<file path="config.mk">
export PLATFORM = sky130hd
export DESIGN_NAME = if_stage
export DESIGN_NICKNAME = d
export VERILOG_FILES = /design/src/rtl/if_stage_pkg.sv /design/src/rtl/if_stage_if_id_reg.sv /design/src/rtl/if_stage.sv
export SDC_FILE = /design/constraint.sdc
export NUM_CORES = 1
export LEC_CHECK = 0
export BUFFER_PORTS_ARGS = -buffer_cell sky130_fd_sc_hd__buf_2
export CAP_MARGIN = 20
export CORE_UTILIZATION = 50
export CTS_CLUSTER_SIZE = 24
export DETAILED_ROUTE_END_ITERATION = 16
export GPL_TIMING_DRIVEN = 0
export PLACE_DENSITY = 0.79
export REMOVE_ABC_BUFFERS = 1
export SYNTH_ARGS = -nofsm -noshare
export SYNTH_HDL_FRONTEND = slang
export SYNTH_SLANG_ARGS = --single-unit
</file>
<file path="constraint.sdc">
create_clock -name clk -period 5.8 [get_ports clk]
set_clock_uncertainty 0.2 [all_clocks]
set_input_delay 0.58 -clock clk [delete_from_list [all_inputs] [get_ports clk]]
set_output_delay 0.58 -clock clk [all_outputs]
set_load 0.1 [all_outputs]
</file>
<file path="src/rtl/if_stage_pkg.sv">
// Shared widths, FSM encoding, IF/ID payload and helpers for the fetch stage.
package if_stage_pkg;

  localparam int unsigned XLEN = 32;
  localparam int unsigned ILEN = 32;

  localparam logic [ILEN-1:0] NOP_INSTR        = 32'h0000_0000;
  localparam logic [XLEN-1:0] DEFAULT_RESET_PC = 32'h0000_0000;
  localparam logic [XLEN-1:0] PC_STEP          = 32'd4;

  // Fetch FSM: IDLE after reset, FETCH requesting, DROP waiting out a
  // request whose word is unwanted, HOLD parked on the skid buffer.
  typedef enum logic [1:0] {
    ST_IDLE  = 2'd0,
    ST_FETCH = 2'd1,
    ST_DROP  = 2'd2,
    ST_HOLD  = 2'd3
  } state_t;

  // IF/ID pipeline register payload.
  typedef struct packed {
    logic            valid;
    logic [ILEN-1:0] instr;
    logic [XLEN-1:0] pc4;
  } if_id_t;

  // Clear the byte-offset bits of an address.
  function automatic logic [XLEN-1:0] word_align(input logic [XLEN-1:0] addr);
    return {addr[XLEN-1:2], 2'b00};
  endfunction

endpackage

</file>
<file path="src/rtl/if_stage_if_id_reg.sv">
// IF/ID pipeline register: flush > stall > load > bubble.
module if_id_reg
  import if_stage_pkg::*;
(
  input  logic            clk,
  input  logic            rst,
  input  logic            flush,
  input  logic            stall,
  input  logic            load,
  input  logic [ILEN-1:0] word,
  input  logic [XLEN-1:0] next_pc4,
  output logic [ILEN-1:0] instr,
  output logic [XLEN-1:0] pc4,
  output logic            valid
);

  if_id_t r;
  if_id_t r_nxt;

  // Select the next register contents by priority.
  always_comb begin
    r_nxt = r;
    if (flush) begin
      r_nxt.valid = 1'b0;
      r_nxt.instr = NOP_INSTR;
      r_nxt.pc4   = '0;
    end else if (stall) begin
      r_nxt = r;
    end else if (load) begin
      r_nxt.valid = 1'b1;
      r_nxt.instr = word;
      r_nxt.pc4   = next_pc4;
    end else begin
      r_nxt.valid = 1'b0;
      r_nxt.instr = NOP_INSTR;
    end
  end

  // Register with asynchronous reset to an empty bubble.
  always_ff @(posedge clk or posedge rst) begin
    if (rst) begin
      r.valid <= 1'b0;
      r.instr <= NOP_INSTR;
      r.pc4   <= '0;
    end else begin
      r <= r_nxt;
    end
  end

  assign instr = r.instr;
  assign pc4   = r.pc4;
  assign valid = r.valid;

endmodule

</file>
<file path="src/rtl/if_stage.sv">
// Instruction fetch stage: PC, req/ack fetch FSM with skid buffer and
// redirect handling, feeding the IF/ID register.
module if_stage
  import if_stage_pkg::*;
#(
  parameter logic [XLEN-1:0] RESET_PC = DEFAULT_RESET_PC
) (
  input  logic            clk,
  input  logic            rst,
  output logic            imem_req,
  output logic [XLEN-1:0] imem_addr,
  input  logic            imem_ack,
  input  logic [ILEN-1:0] imem_rdata,
  input  logic            stall,
  input  logic            flush,
  input  logic            redirect,
  input  logic [XLEN-1:0] redirect_pc,
  output logic [XLEN-1:0] pc,
  output logic [ILEN-1:0] if_id_instr,
  output logic [XLEN-1:0] if_id_pc4,
  output logic            if_id_valid
);

  localparam logic [XLEN-1:0] RESET_PC_AL = {RESET_PC[XLEN-1:2], 2'b00};

  state_t          state;
  state_t          state_nxt;
  logic [XLEN-1:0] pc_nxt;
  logic [XLEN-1:0] tgt;
  logic [XLEN-1:0] tgt_nxt;
  logic [ILEN-1:0] skid;
  logic [ILEN-1:0] skid_nxt;
  logic [XLEN-1:0] pc_inc;
  logic [XLEN-1:0] redirect_al;
  logic            deliver;
  logic [ILEN-1:0] deliver_word;

  assign pc_inc      = pc + PC_STEP;
  assign redirect_al = word_align(redirect_pc);

  // Request is a pure decode of registered state so reset kills it at once.
  assign imem_req  = (state == ST_FETCH) || (state == ST_DROP);
  assign imem_addr = pc;

  // Next-state, PC, redirect target, skid buffer and delivery selection.
  always_comb begin
    state_nxt    = state;
    pc_nxt       = pc;
    tgt_nxt      = tgt;
    skid_nxt     = skid;
    deliver      = 1'b0;
    deliver_word = NOP_INSTR;
    case (state)
      ST_IDLE: begin
        state_nxt = ST_FETCH;
      end
      ST_FETCH: begin
        if (imem_ack) begin
          if (redirect) begin
            pc_nxt = redirect_al;
          end else if (stall) begin
            skid_nxt  = imem_rdata;
            state_nxt = ST_HOLD;
          end else begin
            deliver      = 1'b1;
            deliver_word = imem_rdata;
            pc_nxt       = pc_inc;
          end
        end else if (redirect) begin
          // Address must stay put until ack, so park the target.
          tgt_nxt   = redirect_al;
          state_nxt = ST_DROP;
        end
      end
      ST_DROP: begin
        if (redirect) begin
          tgt_nxt = redirect_al;
        end
        if (imem_ack) begin
          pc_nxt    = redirect ? redirect_al : tgt;
          state_nxt = ST_FETCH;
        end
      end
      ST_HOLD: begin
        if (redirect) begin
          pc_nxt    = redirect_al;
          state_nxt = ST_FETCH;
        end else if (!stall) begin
          deliver      = 1'b1;
          deliver_word = skid;
          pc_nxt       = pc_inc;
          state_nxt    = ST_FETCH;
        end
      end
      default: begin
        state_nxt = ST_IDLE;
      end
    endcase
  end

  // Fetch state registers.
  always_ff @(posedge clk or posedge rst) begin
    if (rst) begin
      state <= ST_IDLE;
      pc    <= RESET_PC_AL;
      tgt   <= '0;
      skid  <= NOP_INSTR;
    end else begin
      state <= state_nxt;
      pc    <= pc_nxt;
      tgt   <= tgt_nxt;
      skid  <= skid_nxt;
    end
  end

  if_id_reg u_if_id (
    .clk      (clk),
    .rst      (rst),
    .flush    (flush),
    .stall    (stall),
    .load     (deliver),
    .word     (deliver_word),
    .next_pc4 (pc_inc),
    .instr    (if_id_instr),
    .pc4      (if_id_pc4),
    .valid    (if_id_valid)
  );

endmodule

</file>
Word-level counts from Yosys, hierarchy flattened
Index checks and enable logic that the tools add are counted.
{"block": "totals", "input_bits": 70, "register_bits": 163, "wordCells": 58}
{"block": "op_classes", "n_eq_ne": 11, "addsub": 1, "n_mux": 28, "n_reduce_logical": 10, "bitwise_logic": 1}
{"cell": "$mux 32", "n": 10}
{"cell": "$mux 65", "n": 2}
{"cell": "$pmux 32 s2", "n": 2}
{"cell": "$pmux 32 s3", "n": 1}
{"cell": "$mux 33", "n": 1}
{"cell": "$add 32x3->32 const B", "n": 1}
{"cell": "$mux 2", "n": 7}
{"cell": "$ne 3x3->1 const B", "n": 4}
{"cell": "$pmux 2 s4", "n": 1}
{"cell": "$ne 2x2->1 const B", "n": 3}
{"cell": "$reduce_and 5->1", "n": 1}
{"cell": "$eq 2x2->1 const B", "n": 2}
{"cell": "$reduce_and 2->1", "n": 2}
{"cell": "$reduce_and 4->1", "n": 1}
{"cell": "$reduce_bool 2->1", "n": 2}
{"cell": "$mux 1", "n": 3}
{"cell": "$reduce_and 3->1", "n": 1}
{"cell": "$reduce_bool 3->1", "n": 1}
{"cell": "$eq 2x1->1 const B", "n": 1}
{"cell": "$logic_not 2->1", "n": 1}
{"cell": "$ne 2x1->1 const B", "n": 1}
{"cell": "$pmux 1 s2", "n": 1}
{"cell": "$logic_or 1x1->1", "n": 1}
{"cell": "$not 1->1", "n": 1}

Depth between registers and ports, before layout
{"block": "depth", "ltp_word": 7, "depth_mapped": 11}

Cells and area by module
A second synthesis with hierarchy kept.
{"block": "unflattened", "cells_unflattened": 806, "area_unflattened_um2": 8705.8}
{"mod": "if_stage", "instances": 1, "seq_area_each_um2": 2452.4, "cells_each": 558, "area_each_um2": 5724.2}
{"mod": "if_id_reg", "instances": 1, "seq_area_each_um2": 1626.6, "cells_each": 248, "area_each_um2": 2981.6}

Worst setup path after synthesis
Ideal clock, no wire load.
{"block": "synth_path", "kind": "reg2reg", "start": "reg pc[2] (netlist: imem_addr[2])", "end": "reg pc[20] (netlist: imem_addr[20])", "arrival_ns": 2.560, "t_required_ns": 5.515, "path_buffers": 0, "slack_ns": 2.955, "stages_incl_launch_ff": 7, "path_cell_list": "dfrtp_1 -> ha_1 -> nand4_2 -> nor4_4 -> nand3_2 -> o31a_1 -> o22ai_1"}
{"block": "synth_between", "elab_chain_cells": 5}
{"element": "start, declared", "line": "if_stage.sv:18", "text": "output logic [XLEN-1:0] pc,"}
{"element": "start signal, assigned", "line": "if_stage.sv:110", "text": "pc <= pc_nxt;"}
{"element": "$add 32x3->32 (*)", "line": "if_stage.sv:38", "text": "assign pc_inc = pc + PC_STEP;"}
{"element": "$mux 32 (*)", "line": "if_stage.sv:61, if_stage.sv:88"}
{"element": "$mux 32 (*)", "line": "if_stage.sv:85", "text": "if (redirect) begin"}
{"element": "$mux 32", "line": "if_stage.sv:58", "text": "if (imem_ack) begin"}
{"element": "$pmux 32 s3 (*)", "line": "if_stage.sv:53", "text": "case (state)"}
Every way passes the cells marked *; elsewhere a longest branch is shown, timed or not. The select of a mux whose other input is x is not followed.
A chain may end at the register's enable or synchronous reset.

Worst setup path in the final report
{"block": "layout_path", "start": "reg state[0]", "end": "reg tgt[22]"}
{"block": "layout_between", "elab_chain_cells": 3}
{"element": "start, declared", "line": "if_stage.sv:26", "text": "state_t state;"}
{"element": "start signal, assigned", "line": "if_stage.sv:109", "text": "state <= state_nxt;"}
{"element": "$eq 2x1->1 / $eq 2x2->1 (equally long branches)", "line": "if_stage.sv:53"}
{"element": "$ne 2x2->1 (no source line) / $reduce_bool 2->1 (equally long branches)"}
{"element": "$reduce_and 2->1 (no source line)"}
{"element": "end signal, assigned", "line": "if_stage.sv:111", "text": "tgt <= tgt_nxt;"}
{"element": "end, declared", "line": "if_stage.sv:29", "text": "logic [XLEN-1:0] tgt;"}
Parallel ways exist; a longest one is shown, timed or not.

==> qor.yml <==
outcome:
  run_status: "finished, final reports clean"
critical_path:
  cp.arrival_ns: 3.43
  timing.critical_path.fanout_max: 32
  reg2reg_to: "tgt[22]$_DFFE_PP0P_"
  worst-r2r-setup-slack_ns: 2.48
  crit_path_start_kind: "flip-flop"
  worstSetupStartpoint: "state[0]$_DFFE_PP0P_"
  timing.critical_path.required_ns: 5.91
  timing.reg2reg.worst_path_depth: 6
  setup.worst_path.end_class: "flip-flop"
  setup.worst_path.class: "reg -> reg"
  crit_path_end: "tgt[22]$_DFFE_PP0P_"
  reg2reg_from: "state[0]$_DFFE_PP0P_"
detailed_routing:
  postRouteAntennaNets: 0
  routed_via_density: 5.64
  num_vias: 6256
  post_drt_wl_per_cell_um: 17.5
  drt_wl_total_um: 19400
  detailedRoute.firstPassIterationCount: 5
  drt_first_iter_violations: 524
  route.detailed.drc: 0
cells_and_area:
  areaGrowthSynthToFinish_pct: 20.0
  fin_nets: 961
  drive_gt1_share_pct: 35.4
  diodes: 0
clock_tree:
  numCtsBuffers: 17
  htree_num_levels: 4
  post_cts_hold_buffer_count: 0
  post_cts_sizing: 0
  clk_pin_slew_worst_paths_ns: 0.06
  clock_tree.buffer_depth: 2
  post_cts.repair.setup_buffers: 0
  cts-root-buf: "clkbuf_16"
  tritoncts: "yes"
  clock-sinks: 163
  clk_latency_ns: 0.43
run:
  max_cap_violations: 0
floorplanning:
  die_area_um2: 16300
  die_width_um: 128
  floorplan.initialDensity_pct: 51.6
  placeableCoreArea_um2: 15300
  io_pins: 200
  rows: 45
  die-height_um: 128
sta:
  post-route-min-period_ns: 3.32
  report.final.slew_viol_count: 0
  achievable-frequency_mhz: 301
  setup_violations: 0
  period_share_pct: 57.3
  setup_repair_after_global_routing_missed_its_margin: "false"
  worstMarginPinSlew_ns: 0.951
  timing.final.hold_violations: 0
  timing.max_slew.rel_slack_pct: 36.4
  timing.setup.tns_ns: 0
synth:
  yosys_most_used_dff: "dfrtp_1"
  synth.yosys.warnings: 0
  synth-edff-count: 0
  post_synth_inst_count: 749
  yosys.area.top_type: "dfrtp_1"
  syn_area_per_cell_um2: 10.5
  yosysTopAreaCellShare_pct: 51.7
  synth_async_sr_flop_share_pct: 100
  netlist_top_cells_area: "dfrtp_1 52%, mux2_2 8.8%, o21ai_0 4.4%, nand2_1 3.9%, a22oi_1 3.7%"
  synth.ff_latch_count: 163
  netlist_area_um2: 7900
  post_synth_num_cell_types: 52
  yosysSeqAreaShare_pct: 51.7
place:
  numPortBuffers: 197
  gp_congestion: 0.789
  post-dp-hpwl_um: 13300
global_routing:
  grt_pass1_vias: 5923
  grt_first_pass_wirelength_um: 31100
  grt_remaining_overflow: 0
  gr-usage-all-layers_pct: 24.8
  maximum_number_of_pins_on_one_net_before_global_route_repair: 85
  antenna_found_initial: 0
worst_hold_path:
  worst_hold_path_type: "in -> async"
==> critical path: stages, from the launching register on <==
cell	delay, ns
dfrtp_1	0.49
inv_1	0.15
ha_1	0.60
clkinv_1	0.45
mux2i_1	0.26
nand2_2	0.52
mux2_2	0.51
==> cell usage in the layout (no fill, tap or decap), types with 9 or more instances in the layout <==
master / count
mux2i_1: 9
buf_2: 197
mux2_2: 62
o21ai_1: 23
nor2_1: 28
dfrtp_1: 163
a22oi_1: 39
a21oi_1: 22
clkbuf_16: 17
and3_1: 16
xnor2_1: 21
o22ai_1: 9
nand2_1: 82
a222oi_1: 9
o21ai_0: 70
inv_1: 14
==> how the worst min path moves through the flow <==
stage,from,end,slack [ns],cells past startpoint
CTS,rst,u_if_id.instr[22]$_DFFE_PP0P_,0.04,2
global placement,u_if_id.valid$_DFFE_PP0P_,u_if_id.valid$_DFFE_PP0P_,0.25,2
finish,rst,u_if_id.instr[22]$_DFFE_PP0P_,0.004,2
floorplan,tgt[0]$_DFFE_PP0P_,tgt[0]$_DFFE_PP0P_,0.25,1
detailed placement,u_if_id.instr[10]$_DFFE_PP0P_,u_if_id.instr[10]$_DFFE_PP0P_,0.26,2
global route,rst,u_if_id.instr[21]$_DFFE_PP0P_,0.06,2
==> cell usage after synthesis, drive strengths merged (5+ instances only) <==
cell type	count
nor2	30
o21ai	93
xor2	6
mux2	62
dfrtp	163
nand2	83
a21oi	22
and3	16
mux2i	9
o22ai	9
a221oi	5
inv	16
nand3	12
buf	45
o31a	8
clkbuf	42
xnor2	21
a222oi	9
o2bb2ai	6
a22oi	39
nand4	9
nor4	5
==> per-stage QoR <==
step / hold slack, ns / utilization, % / setup WS (ns) / cells / area, um2
final: 0.00403 / 61.8 / 2.48 / 1110 / 9470
after global routing: 0.0602 / 61.8 / 2.21 / 1110 / 9470
after CTS: 0.0384 / 61.8 / 2.40 / 1110 / 9470
after detailed placement: 0.265 / 58.2 / 2.17 / 1079 / 8910
after global placement: 0.253 / 56.7 / -1.28 / 1070 / 8680
after floorplan: 0.253 / - / 0.615 / 662 / 7430
==> routing by layer <==
metal  track usage (%)  vias to the layer above  routed length, um
li1                  -                     2928                  -
met1              32.2                     3058               8660
met2              41.6                      242               9340
met3              4.92                       28               1110
met4              8.24                        0                320
met5                 0                        -                  0
==> flip-flops by register name, indices dropped and copies added, names as in the netlist <==
signal	count
imem_addr	32
skid	32
state	2
tgt	32
u_if_id.instr	32
u_if_id.pc4	32
u_if_id.valid	1
==> logic make-up (layout without fill, tap and decap cells) <==
kind of cell             after synthesis  count (layout)  share of synthesized area, %
AO/OA/AOI/OAI                        207             207                          16.8
XOR/XNOR                              27              27                          3.00
adder cells (fa/ha/maj)                4               4                         0.634
buffers and inverters                104             254                          6.74
flip-flops                           163             163                          51.7
multiplexers                          71              71                          9.98
AND/OR/NAND/NOR                      173             173                          11.2
==> area by class of cell <==
class,count,area [um2]
Clock buffer,23,488
Clock inverter,8,77.6
Fill cell,1265,5840
Inverter,17,71.3
Multi-Input combinational cell,482,3320
Sequential cell,163,4080
Tap cell,211,264
Timing Repair Buffer,206,1180
Power is left out: the tool's default activity adds up to more than one toggle a clock period on the data nets, which glitch-free logic cannot reach.
